--- src/rtl/activate_seq.sv ---
// Time-multiplexes one shared activation lane across an INPUT_SIZE-element vector:
// issues one element per cycle, collects the lane's results, and presents them as a packed bus.
module activate_seq #(
    parameter int INPUT_SIZE = 20,
    parameter int BW_IN      = 32,
    parameter int BW_OUT     = 32,
    parameter int ACT_LAT    = 1
) (
    input  logic                         clk,
    input  logic                         rst_n,
    input  logic                         in_valid,
    output logic                         in_ready,
    input  logic [INPUT_SIZE*BW_IN-1:0]  vector_in_bus,
    output logic                         act_issue,
    output logic [BW_IN-1:0]             act_in,
    input  logic [BW_OUT-1:0]            act_out,
    output logic                         out_valid,
    input  logic                         out_ready,
    output logic [INPUT_SIZE*BW_OUT-1:0] result_bus,
    output logic                         busy,
    output logic [1:0]                   dbg_state
);

    // Handshakes: a transfer happens on a rising edge where valid and ready are both high;
    // valid holds its payload stable until that edge, and ready may be registered.
    localparam int CW = $clog2(INPUT_SIZE + 1);
    localparam logic [CW-1:0] LAST = CW'(INPUT_SIZE - 1);

    typedef enum logic [1:0] {
        IDLE  = 2'd0,
        ISSUE = 2'd1,
        DRAIN = 2'd2,
        DONE  = 2'd3
    } state_t;

    state_t                      state;
    logic [INPUT_SIZE*BW_IN-1:0] vec_q;
    logic [CW-1:0]               issue_idx;
    logic [CW-1:0]               rx_idx;
    logic [ACT_LAT-1:0]          ret_vld;
    logic                        rx_fire;
    logic [CW-1:0]               issue_nxt;

    // The oldest stage of the valid shift register marks the cycle whose act_out belongs to us.
    assign rx_fire   = ret_vld[ACT_LAT-1];
    assign issue_nxt = issue_idx + CW'(1);
    assign busy      = (state != IDLE);
    assign dbg_state = state;

    always_ff @(posedge clk or negedge rst_n) begin
        if (!rst_n) begin
            state      <= IDLE;
            in_ready   <= 1'b0;
            act_issue  <= 1'b0;
            act_in     <= '0;
            out_valid  <= 1'b0;
            result_bus <= '0;
            vec_q      <= '0;
            issue_idx  <= '0;
            rx_idx     <= '0;
            ret_vld    <= '0;
        end else begin
            ret_vld[0] <= act_issue;
            for (int i = 1; i < ACT_LAT; i++) begin
                ret_vld[i] <= ret_vld[i-1];
            end

            if (rx_fire) begin
                result_bus[rx_idx*BW_OUT +: BW_OUT] <= act_out;
                if (rx_idx != LAST) begin
                    rx_idx <= rx_idx + CW'(1);
                end
            end

            case (state)
                IDLE: begin
                    if (in_valid && in_ready) begin
                        vec_q     <= vector_in_bus;
                        act_issue <= 1'b1;
                        act_in    <= vector_in_bus[BW_IN-1:0];
                        issue_idx <= '0;
                        rx_idx    <= '0;
                        in_ready  <= 1'b0;
                        state     <= ISSUE;
                    end else begin
                        in_ready  <= 1'b1;
                    end
                end
                ISSUE: begin
                    // The issue index parks on the last element rather than wrapping.
                    if (issue_idx == LAST) begin
                        act_issue <= 1'b0;
                        act_in    <= '0;
                        state     <= DRAIN;
                    end else begin
                        issue_idx <= issue_nxt;
                        act_in    <= vec_q[issue_nxt*BW_IN +: BW_IN];
                    end
                end
                DRAIN: begin
                    if (rx_fire && rx_idx == LAST) begin
                        out_valid <= 1'b1;
                        state     <= DONE;
                    end
                end
                DONE: begin
                    if (out_ready) begin
                        out_valid <= 1'b0;
                        in_ready  <= 1'b1;
                        state     <= IDLE;
                    end
                end
                default: state <= IDLE;
            endcase
        end
    end

endmodule

--- config.mk ---
export PLATFORM = sky130hd
export DESIGN_NAME = activate_seq
export DESIGN_NICKNAME = d
export VERILOG_FILES = /design/src/rtl/activate_seq.sv
export SDC_FILE = /design/constraint.sdc
export NUM_CORES = 2
export LEC_CHECK = 0
export ABC_AREA = 1
export BUFFER_PORTS_ARGS = -buffer_cell sky130_fd_sc_hd__buf_2
export CELL_PAD_IN_SITES_DETAIL_PLACEMENT = 0
export CELL_PAD_IN_SITES_GLOBAL_PLACEMENT = 2
export CORE_AREA = 2 2 520 522
export DETAILED_ROUTE_END_ITERATION = 8
export DIE_AREA = 0 0 522 524
export PLACE_DENSITY = 0.62
export SETUP_SLACK_MARGIN = 0.02
export SYNTH_ARGS = -nofsm -noshare
export SYNTH_HDL_FRONTEND = slang
export SYNTH_SLANG_ARGS = --single-unit
--- constraint.sdc ---
create_clock -name clk -period 7.08 [get_ports clk]
set_clock_uncertainty 0.05 [all_clocks]
set_input_delay 0.354 -clock clk [delete_from_list [all_inputs] [get_ports clk]]
set_output_delay 0.354 -clock clk [all_outputs]
set_load 0.1 [all_outputs]
==> results.md <==
- Die area: 274000 um^2
- Sequential area share after synthesis: 0.554
- Yosys top cell area share: 0.554
- Largest net degree at the start of global routing: 239
- Buffers plus inverters on the worst setup path: 4
- Max Cap Viol: 0
- Max Clk Rate: 216 MHz
- #FFs+latches synth: 1328
- DRT iter0 DRCs: 5051
- Vias in the first global route: 59400
- Die Wd: 522 um
- Avg Cell Area, Syn: 7.96 um^2
- Crit path cell chain: inv_1 > ha_2 > nand2_1 > inv_1 > ha_2 > buf_4 > nand2_2 > nor2_4 > nand2_1 > buf_4 > nand2_1 > o21ai_1
- Crit path max-delay family: simple AND/OR/NAND/NOR gates
- Final clock period utilization by the worst path: 0.655
- # fillers: 29000
- Clock transition at the registers of the reported paths: 0.06 ns
- Row count: 190
- Register Area: 33200 um^2
- CP arrival: 5.30 ns
- Layout cells sized above 1: 0.196
- Overflow after GRT: 0
- Synthesis-to-finish area growth: 37.8%
- Port bufs: 1353
- Antenna viol nets, final: 0
- Ys async rst share: 1.00
- Total global-route track usage: 0.242
- Final nets: 9978
- Worst setup path class: reg -> reg
- Initial antenna violation count: 78
- Final hold vios: 0
- Status: finished, final reports clean
- Multi-input logic area: 22000 um^2
- Num CTS Buffers: 168
- Ys flop type: dfrtp_1
- Max Slew Vio Count: 0
- Library cells used by synthesis: 38
- Kind of start point of the critical path: register
- Starting Density: 0.224
- WL final: 341000 um
- Routed wire length per instance: 26.2 um
- H-tree lvl count: 4
- Crit path largest cell delay: 0.90 ns
- First-pass GRT wire length: 471000 um
- Syn_nets: 8227
- Max-slew headroom: 0.167
- Clk root buf: clkbuf_16
- Setup violators final: 0
- Final core utilization: 0.309
- CORE AREA: 267000 um^2
- Final Critical Period: 4.64 ns
- Via/cell ratio: 4.60
- Global placer's final weighted congestion: 0.890
- Worst-Skew Late Latency: 0.83 ns
- CTS sink count: 1328
- HP Class: in -> reg
- Routed vias: 59800
- Num ports: 1354
- Crit-path slowest cell: nor2_4
- Synthesized instance count: 7543
- Synth top area cells: dfrtp_1 (55%), nand2_1 (14%), nand3_1 (6.2%), o21ai_0 (5.6%), inv_1 (4.7%)
- Crit end category: register
- Unrepaired setup endpoints after global routing: no
- Die Height: 524 um
- Router iterations before antenna repair: 5
- CP required: 7.74 ns
- DP HPWL: 252000 um
- Yosys Warn Count: 0
- Worst-Margin Slew: 1.24 ns
- Post-synth EDFFs: 0
- Most Frequent Cell on Critical Path: nand2_1
- Peak fanout along the critical path: 37
- Setup total negative slack: 0 ns
- CTS tree: done
- Leading area contributor after synthesis: dfrtp_1
- DR DRC count: 0
- Longest Clk Path Bufs: 3
- Mapped cell area: 60000 um^2
[final timing paths]
| kind | startpoint | endpoint | slack (ns) | cells after the start |
|---|---|---|---|---|
| max | rx_idx[1] | result_bus[382] | 2.44 | 12 |
| max reg2reg | rx_idx[1] | result_bus[382] | 2.44 | 12 |
| max in group asynchronous | rst_n | vec_q[280] | 4.88 | 4 |
| min | act_out[3] | result_bus[3] | 0.08 | 5 |
| min reg2reg | act_issue | ret_vld | 0.40 | 0 |
| min in group asynchronous | rst_n | result_bus[462] | 0.09 | 2 |
[cell usage after synthesis (all sizes together), types with 8 or more instances]
master / n
o211ai: 9
ha: 8
nand4: 106
dfrtp: 1328
or2: 44
nand3: 741
a21oi: 165
nor2: 296
nand2: 2277
o21ai: 1222
buf: 146
inv: 754
clkbuf: 396
nor3: 34
[cell type report]
| type | count | area share |
|---|---|---|
| Antenna cell | 39 | 0.00118 |
| Clock buffer | 263 | 0.0607 |
| Tap cell | 3552 | 0.0537 |
| Inverter | 756 | 0.0346 |
| Clock inverter | 42 | 0.00853 |
| Sequential cell | 1328 | 0.402 |
| Multi-Input combinational cell | 4917 | 0.266 |
| Timing Repair Buffer | 2123 | 0.174 |
[cells by family after synthesis]
group,count (synthesis),synth area share
fa+ha+maj,8,0.00167
simple gates,3502,0.243
xor+xnor,6,0.000875
flops,1328,0.554
buf+inv,1298,0.0837
compound gates,1401,0.117
[cells in the final DEF (no fill, tap or decap), drive strengths merged]
cell	count
nand2	2277
buf	1466
dfrtp	1328
o21ai	1222
inv	761
nand3	741
dlygate4sd3	657
nor2	296
clkbuf	263
a21oi	165
nand4	106
or2	44
diode	39
nor3	34
clkinv	26
bufinv	11
o211ai	9
ha	8
xor2	5
o22ai	3
nor4	2
a31oi	1
o2111ai	1
nor3b	1
and2	1
xnor2	1
[per-layer routing]
layer,wire [um],vias to the layer above,global-route usage
met2,161000,1937,0.400
met5,337,-,0
li1,-,27700,-
met4,17900,52,0.111
met3,19400,523,0.0472
met1,142000,29600,0.304
[worst reg2reg max path: cells and delay by family, from the launching register on]
kind                     cells  cell delay [ns]
adder cells (fa/ha/maj)      2             0.55
AND/OR/NAND/NOR              5             2.40
flip-flops                   1             0.40
AO/OA/AOI/OAI                1             0.06
buffers and inverters        4             1.08
[state kept, by name (all words and copies together) (netlist names)]
signal,cells
result_bus,640
vec_q,640
act_in,32
issue_idx,5
rx_idx,5
dbg_state,2
act_issue,1
in_ready,1
out_valid,1
ret_vld,1
[per-stage QoR]
stage	setup slack (ns)	area (um^2)	cells	hold WS, ns
2_1_floorplan	3.86	60000	7543	0.00841
3_3_place_gp	2.51	70300	12000	0.356
3_5_place_dp	2.41	70300	12000	0.360
4_1_cts	2.41	82700	13000	0.0145
5_1_grt	2.17	82700	13000	0.0510
6_report	2.44	82800	13000	0.0777
[timing repair]
item                                   4_1_cts  5_1_grt
hold buffers                               657        0
endpoints found under the hold margin      796        0
buffers inserted                             0        0
gates resized for setup                      0        0
Power is left out: the tool's default activity adds up to more than one toggle a clock period on the data nets, which glitch-free logic cannot reach.
